$ cat src/rtl/ascon_serial_ctrl.sv
// Sequencer for the masked bit-serial Ascon decryption core: latches host operands,
// streams them MSB-first with LFSR masking, waits for the core and collects PT/tag.
module ascon_serial_ctrl #(
    parameter int          K          = 128,
    parameter int          L          = 40,
    parameter int          Y          = 80,
    parameter int          START_HOLD = 3,
    parameter int          GAP_CYC    = 2,
    parameter int          TIMEOUT    = 4096,
    parameter logic [31:0] SEED       = 32'hACE1_2024
) (
    input  logic         clk,
    input  logic         rst,
    input  logic         req_valid,
    output logic         req_ready,
    input  logic [K-1:0] key,
    input  logic [127:0] nonce,
    input  logic [L-1:0] ad,
    input  logic [Y-1:0] ct,
    output logic         out_valid,
    input  logic         out_ready,
    output logic [Y-1:0] pt,
    output logic [127:0] tag,
    output logic         err,
    output logic [15:0]  latency,
    output logic         core_rst,
    output logic [2:0]   keyxSO,
    output logic [2:0]   noncexSO,
    output logic [2:0]   associated_dataxSO,
    output logic [2:0]   cipher_textxSO,
    output logic [6:0]   r_64xSO,
    output logic         r_128xSO,
    output logic         r_ptxSO,
    output logic         decryption_startxSO,
    input  logic         plain_textxSI,
    input  logic         tagxSI,
    input  logic         decryption_readyxSI
);
    localparam int MAX_KY  = (K > Y) ? K : Y;
    localparam int MAX_KYL = (MAX_KY > L) ? MAX_KY : L;
    localparam int MAX     = (MAX_KYL > 128) ? MAX_KYL : 128;

    localparam logic [15:0] LAST_LOAD  = 16'(MAX - 1);
    localparam logic [15:0] LAST_START = 16'(START_HOLD - 1);
    localparam logic [15:0] LAST_WAIT  = 16'(TIMEOUT - 1);
    localparam logic [15:0] LAST_GAP   = 16'(GAP_CYC - 1);

    typedef enum logic [2:0] {
        S_IDLE  = 3'd0,
        S_LOAD  = 3'd1,
        S_START = 3'd2,
        S_WAIT  = 3'd3,
        S_GAP   = 3'd4,
        S_READ  = 3'd5,
        S_DONE  = 3'd6
    } state_t;

    // Galois form of x^32 + x^22 + x^2 + x + 1, shifting right.
    function automatic logic [31:0] lfsr_step(input logic [31:0] s);
        if (s[0]) begin
            return (s >> 1) ^ 32'h8020_0003;
        end else begin
            return s >> 1;
        end
    endfunction

    function automatic logic [15:0] sat_inc(input logic [15:0] v);
        if (v == 16'hFFFF) begin
            return v;
        end else begin
            return v + 16'd1;
        end
    endfunction

    state_t         state_q, state_d;
    logic [15:0]    cnt_q, cnt_d;
    logic [K-1:0]   key_q, key_d;
    logic [127:0]   nonce_q, nonce_d;
    logic [L-1:0]   ad_q, ad_d;
    logic [Y-1:0]   ct_q, ct_d;
    logic           sticky_q, sticky_d;
    logic [15:0]    lat_q, lat_d;
    logic [Y-1:0]   pt_q, pt_d;
    logic [127:0]   tag_q, tag_d;
    logic           err_q, err_d;
    logic           core_rst_q, core_rst_d;
    logic [31:0]    lfsr_q, lfsr_d;
    logic [16:0]    rnd_q, rnd_d;
    logic [3:0]     dbit_q, dbit_d;
    logic           start_q, start_d;
    logic           req_ready_q, req_ready_d;
    logic           out_valid_q, out_valid_d;
    logic [K-1:0]   key_sh_s;
    logic [127:0]   nonce_sh_s;
    logic [L-1:0]   ad_sh_s;
    logic [Y-1:0]   ct_sh_s;
    logic           active_d_s;

    // Next-state, datapath and next-output computation.
    always_comb begin
        state_d    = state_q;
        cnt_d      = cnt_q;
        key_d      = key_q;
        nonce_d    = nonce_q;
        ad_d       = ad_q;
        ct_d       = ct_q;
        sticky_d   = sticky_q;
        lat_d      = lat_q;
        pt_d       = pt_q;
        tag_d      = tag_q;
        err_d      = err_q;
        core_rst_d = 1'b0;

        if (state_q != S_IDLE && state_q != S_DONE) begin
            lfsr_d = lfsr_step(lfsr_q);
        end else begin
            lfsr_d = lfsr_q;
        end

        case (state_q)
            S_IDLE: begin
                if (req_valid && req_ready_q) begin
                    key_d    = key;
                    nonce_d  = nonce;
                    ad_d     = ad;
                    ct_d     = ct;
                    cnt_d    = 16'd0;
                    sticky_d = 1'b0;
                    lat_d    = 16'd0;
                    pt_d     = '0;
                    tag_d    = '0;
                    err_d    = 1'b0;
                    state_d  = S_LOAD;
                end else begin
                    state_d = S_IDLE;
                end
            end
            S_LOAD: begin
                if (cnt_q == LAST_LOAD) begin
                    cnt_d   = 16'd0;
                    lat_d   = 16'd0;
                    state_d = S_START;
                end else begin
                    cnt_d = cnt_q + 16'd1;
                end
            end
            S_START: begin
                lat_d = sat_inc(lat_q);
                // A ready seen while start is still high must not be lost.
                if (decryption_readyxSI) begin
                    sticky_d = 1'b1;
                end else begin
                    sticky_d = sticky_q;
                end
                if (cnt_q == LAST_START) begin
                    cnt_d   = 16'd0;
                    state_d = S_WAIT;
                end else begin
                    cnt_d = cnt_q + 16'd1;
                end
            end
            S_WAIT: begin
                if (decryption_readyxSI || sticky_q) begin
                    cnt_d   = 16'd0;
                    state_d = S_GAP;
                end else if (cnt_q == LAST_WAIT) begin
                    err_d      = 1'b1;
                    core_rst_d = 1'b1;
                    cnt_d      = 16'd0;
                    state_d    = S_DONE;
                end else begin
                    cnt_d = cnt_q + 16'd1;
                    lat_d = sat_inc(lat_q);
                end
            end
            S_GAP: begin
                if (cnt_q == LAST_GAP) begin
                    cnt_d   = 16'd0;
                    state_d = S_READ;
                end else begin
                    cnt_d = cnt_q + 16'd1;
                end
            end
            S_READ: begin
                // Results arrive LSB-first; indices beyond a field's width shift out to nothing.
                pt_d  = pt_q | ({{(Y-1){1'b0}}, plain_textxSI} << cnt_q);
                tag_d = tag_q | ({127'd0, tagxSI} << cnt_q);
                if (cnt_q == LAST_LOAD) begin
                    cnt_d   = 16'd0;
                    state_d = S_DONE;
                end else begin
                    cnt_d = cnt_q + 16'd1;
                end
            end
            S_DONE: begin
                if (out_ready) begin
                    err_d   = 1'b0;
                    state_d = S_IDLE;
                end else begin
                    state_d = S_DONE;
                end
            end
            default: begin
                state_d = S_IDLE;
                cnt_d   = 16'd0;
            end
        endcase

        active_d_s = (state_d != S_IDLE) && (state_d != S_DONE);
        if (active_d_s) begin
            rnd_d = lfsr_d[16:0];
        end else begin
            rnd_d = 17'd0;
        end

        // MSB-first streaming; a shift past the width yields the required zero.
        key_sh_s   = key_d << cnt_d;
        nonce_sh_s = nonce_d << cnt_d;
        ad_sh_s    = ad_d << cnt_d;
        ct_sh_s    = ct_d << cnt_d;
        if (state_d == S_LOAD) begin
            dbit_d = {key_sh_s[K-1], nonce_sh_s[127], ad_sh_s[L-1], ct_sh_s[Y-1]};
        end else begin
            dbit_d = 4'd0;
        end

        start_d     = (state_d == S_START);
        req_ready_d = (state_d == S_IDLE);
        out_valid_d = (state_d == S_DONE);
    end

    // All state and output registers.
    always_ff @(posedge clk or posedge rst) begin
        if (rst) begin
            state_q     <= S_IDLE;
            cnt_q       <= 16'd0;
            key_q       <= '0;
            nonce_q     <= 128'd0;
            ad_q        <= '0;
            ct_q        <= '0;
            sticky_q    <= 1'b0;
            lat_q       <= 16'd0;
            pt_q        <= '0;
            tag_q       <= 128'd0;
            err_q       <= 1'b0;
            core_rst_q  <= 1'b1;
            lfsr_q      <= SEED;
            rnd_q       <= 17'd0;
            dbit_q      <= 4'd0;
            start_q     <= 1'b0;
            req_ready_q <= 1'b1;
            out_valid_q <= 1'b0;
        end else begin
            state_q     <= state_d;
            cnt_q       <= cnt_d;
            key_q       <= key_d;
            nonce_q     <= nonce_d;
            ad_q        <= ad_d;
            ct_q        <= ct_d;
            sticky_q    <= sticky_d;
            lat_q       <= lat_d;
            pt_q        <= pt_d;
            tag_q       <= tag_d;
            err_q       <= err_d;
            core_rst_q  <= core_rst_d;
            lfsr_q      <= lfsr_d;
            rnd_q       <= rnd_d;
            dbit_q      <= dbit_d;
            start_q     <= start_d;
            req_ready_q <= req_ready_d;
            out_valid_q <= out_valid_d;
        end
    end

    assign req_ready           = req_ready_q;
    assign out_valid           = out_valid_q;
    assign pt                  = pt_q;
    assign tag                 = tag_q;
    assign err                 = err_q;
    assign latency             = lat_q;
    assign core_rst            = core_rst_q;
    assign decryption_startxSO = start_q;
    assign r_128xSO            = rnd_q[16];
    assign r_ptxSO             = rnd_q[15];
    assign r_64xSO             = rnd_q[14:8];
    assign keyxSO              = {rnd_q[7:6], dbit_q[3]};
    assign associated_dataxSO  = {rnd_q[5:4], dbit_q[1]};
    assign cipher_textxSO      = {rnd_q[3:2], dbit_q[0]};
    assign noncexSO            = {rnd_q[1:0], dbit_q[2]};

endmodule

$ cat config.mk
export PLATFORM = sky130hd
export DESIGN_NAME = ascon_serial_ctrl
export DESIGN_NICKNAME = d
export VERILOG_FILES = /design/src/rtl/ascon_serial_ctrl.sv
export SDC_FILE = /design/constraint.sdc
export NUM_CORES = 2
export LEC_CHECK = 0
export CAP_MARGIN = 20
export CELL_PAD_IN_SITES_DETAIL_PLACEMENT = 2
export CELL_PAD_IN_SITES_GLOBAL_PLACEMENT = 2
export CORE_MARGIN = 5
export CORE_UTILIZATION = 28
export CTS_CLUSTER_DIAMETER = 150
export DETAILED_ROUTE_END_ITERATION = 7
export PLACE_DENSITY = 0.78
export SYNTH_ARGS = -nofsm -noshare
export SYNTH_HDL_FRONTEND = slang
export SYNTH_SLANG_ARGS = --single-unit
$ cat constraint.sdc
create_clock -name clk -period 21.4 [get_ports clk]
set_clock_uncertainty 0.2 [all_clocks]
set_input_delay 3.21 -clock clk [delete_from_list [all_inputs] [get_ports clk]]
set_output_delay 3.21 -clock clk [all_outputs]
set_load 0.01 [all_outputs]
==> summary.md <==
| Metric | Value |
|---|---|
| Max rail drop VDD | 0.00005312 V |
| Lkg Pwr | 0.01954 uW |
| Core Area | 0.1051 mm^2 |
| Worst-Margin Slew | 1.083 ns |
| Longest Clk Path Bufs | 3 |
| Crit Path Category | input pin to register |
| Post-Synthesis Cells | 3185 |
| Global-route wire length before repair | 194200 um |
| Largest net degree at the start of global routing | 176 |
| EDFF count, synth | 0 |
| Max incr delay on CP | 0.75 ns |
| Critical R2R Launch | cnt_q[1] |
| Main flop type after synthesis | dfrtp_1 |
| CTS tree | yes |
| Ys Warns | 0 |
| Clk_lat worst skew | 0.65 ns |
| Final period util | 0.3787 |
| Post-synth cell types | 74 |
| Max_cap viols | 0 |
| Clock Tree Root | clkbuf_16 |
| H-tree levels | 3 |
| Cell chain of the critical path | clkdlybuf4s50_1 -> nor2_1 -> and3_1 -> a2bb2oi_4 -> a31oi_4 -> buf_4 -> nor2_8 -> buf_4 -> buf_4 -> nand3_1 -> o211ai_1 -> nand3_1 -> and3_1 -> a2111oi_0 -> nor4b_1 |
| # hold bufs at CTS | 0 |
| Average vias per placed instance | 5.028 |
| HP Class | register to register |
| Initial antenna violation count | 26 |
| Critical Path End Type | register |
| Cell area after synthesis | 0.02962 mm^2 |
| WP data arrival | 8.39 ns |
| Sink Count | 678 |
| PD cells | 70.45 mW/mm^2 |
| Layout cells sized above 1 | 0.06816 |
| Die width | 335.2 um |
| Sequential area share after synthesis | 0.5734 |
| Resize count post-CTS | 0 |
| Max FO, Critical Path | 55 |
| Row count | 119 |
| Die extent in y | 335.2 um |
| All-layer global routing usage | 0.2293 |
| Final routed DRC violation total | 0 |
| Crit start category | input pin |
| Top Family by Delay on Critical Path | buffers and inverters |
| Area Growth Syn to Fin | 35.33% |
| CTS Buf Count | 82 |
| Hold_sp | key_q[78] |
| Max Fclk | 0.1234 GHz |
| I/O Buffers | 632 |
| Vias post-DR | 26.14k |
| TritonRoute pass-1 iters | 5 |
| Routability cong. | 0.8148 |
| Final wirelength | 132700 um |
| Tmin final | 8.103 ns |
| Final Hold Viols | 0 |
| Worst Setup SP | decryption_readyxSI |
| Final instance area | 0.04008 mm^2 |
| Worst Path Required | 21.68 ns |
| Clock slew at the register clock pins of the worst setup and hold paths | 0.06 ns |
| Routed Antenna Nets | 0 |
| Syn Area/Cell | 9.299 um^2 |
| RSZ-0062 raised after global routing | no |
| Post-synth ARST share | 1.000 |
| Final Max Tran Viols | 0 |
| Most common cell after layout, fill and taps aside | nand2_1 |
| Status | completed |
| Flops & latches, synth | 678 |
| Slowest CP cell | nor2_8 |
| 1st-iter DRT viols | 1478 |
| Fillers | 11.42k |
| DP Area | 0.03724 mm^2 |
| CP dominant cell by count | buf_4 |
| WP buf/inv | 4 |
| Final #Nets | 4122 |
| WL per Instance | 25.53 um |
| Effective utilization at floorplan | 0.2818 |
| Vias in the first global route | 28.95k |
| Setup TNS | 0 ns |
| DP HPWL | 95880 um |
| Die ar. | 0.1124 mm^2 |
| Worst slew margin | 0.2783 |
| Final setup viols | 0 |
| Setup bufs post-CTS | 0 |
| Global route overflow | 0 |
| # IOs | 633 |
| Syn nets | 3572 |
| Commonest cells after routing, fill and taps aside | nand2_1 (1337), dfrtp_1 (665), clkdlybuf4s50_1 (632) |
## area by class of cell
cell class	count	area, um^2	share of cell area
sequential	678	16980	0.4237
multi-input combinational	2288	11800	0.2944
timing repair buffer	673	6735	0.1680
clock buffer	127	2527	0.06306
tap	1391	1740	0.04342
clock inverter	22	224.0	0.005588
inverter	12	53.80	0.001342
antenna	8	20.02	0.0004995
## cells by family (layout without fill, tap and decap cells)
kind of cell,Yosys count,count (layout),share of synthesized area
AO/OA/AOI/OAI,469,469,0.1120
AND/OR/NAND/NOR,1647,1647,0.2243
other,0,8,0
adder cells (fa/ha/maj),4,4,0.001690
multiplexers,150,150,0.05255
buffers and inverters,219,834,0.03075
XOR/XNOR,18,18,0.005323
flip-flops,678,678,0.5734
## flip-flops by register name (all words and copies together) (netlist names)
| name | cells |
|---|---|
| state_q | 3 |
| nonce_q | 128 |
| ad_q | 40 |
| sticky_q | 1 |
| cnt_q | 16 |
| out_valid | 1 |
| decryption_startxSO | 1 |
| key_q | 128 |
| req_ready | 1 |
| dbit_q | 4 |
| ct_q | 80 |
| latency | 16 |
| tag | 128 |
| lfsr_q | 32 |
| rnd_q | 17 |
| pt | 80 |
| err | 1 |
| core_rst | 1 |
## Yosys cell counts, types with 8 or more instances
master / n / area [um^2]
dfrtp_1: 665 / 16640
or2_2: 10 / 62.56
buf_1: 32 / 120.1
nand2b_1: 17 / 106.4
xor2_1: 12 / 105.1
mux2i_1: 115 / 1151
nand3_1: 78 / 390.4
buf_2: 23 / 115.1
and3_1: 15 / 93.84
a22o_1: 78 / 683.2
o31ai_1: 8 / 60.06
nor2b_1: 24 / 150.1
o221ai_1: 35 / 306.5
o311ai_0: 11 / 96.34
nor4_1: 8 / 50.05
a21o_1: 19 / 142.6
o211ai_1: 52 / 390.4
a21oi_1: 23 / 115.1
nand4_1: 11 / 68.82
o211a_1: 13 / 130.1
nand2_1: 1338 / 5022
clkbuf_1: 141 / 529.3
o21ai_0: 175 / 875.8
dfstp_2: 13 / 341.6
nor2_1: 111 / 416.7
mux2_2: 34 / 382.9
a311oi_1: 10 / 87.58
## path summary, 6_finish.rpt
check                                    to  slack (ns)  cells past startpoint
worst max-delay path              dbit_q[3]       13.30                     15
worst min-delay path              key_q[78]        0.27                      2
min in group asynchronous       latency[14]        2.84                      2
max in group asynchronous           ad_q[5]       14.63                      7
worst min register to register    key_q[78]        0.27                      2
worst max register to register    dbit_q[3]       14.75                     15
## worst register-to-register path: cells and delay by family, from the launching register on
| kind | cells | cell delay (ns) |
|---|---|---|
| AND/OR/NAND/NOR | 7 | 2.40 |
| flip-flops | 1 | 0.69 |
| adder cells (fa/ha/maj) | 1 | 0.38 |
| buffers and inverters | 3 | 1.66 |
| AO/OA/AOI/OAI | 4 | 1.15 |
## layer usage
metal,routed length (um),track usage
met4,4244,0.07385
met3,7313,0.04646
met2,66310,0.4020
met5,133,0
met1,54740,0.2837
## stage by stage
stage          total power (uW)  hold slack (ns)  std cells  setup slack, ns    util
6_report                   2824           0.2653       5199            13.30  0.3813
5_1_grt                    2924           0.2894       5194            13.03  0.3812
4_1_cts                    2864           0.2741       5187            13.13  0.3804
3_5_place_dp               1414           0.2604       5038            12.43  0.3543
3_3_place_gp               1414           0.2515       5037            12.50  0.3542
2_1_floorplan              1327           0.2331       3185            8.726       -
## where the power goes
| group | internal [uW] | switching (uW) | total (uW) |
|---|---|---|---|
| combinational | 63.8 | 44.5 | 108 |
| clock | 859 | 575 | 1430 |
| sequential | 1280 | 0 | 1280 |
Power figures use the tool's default switching activity.
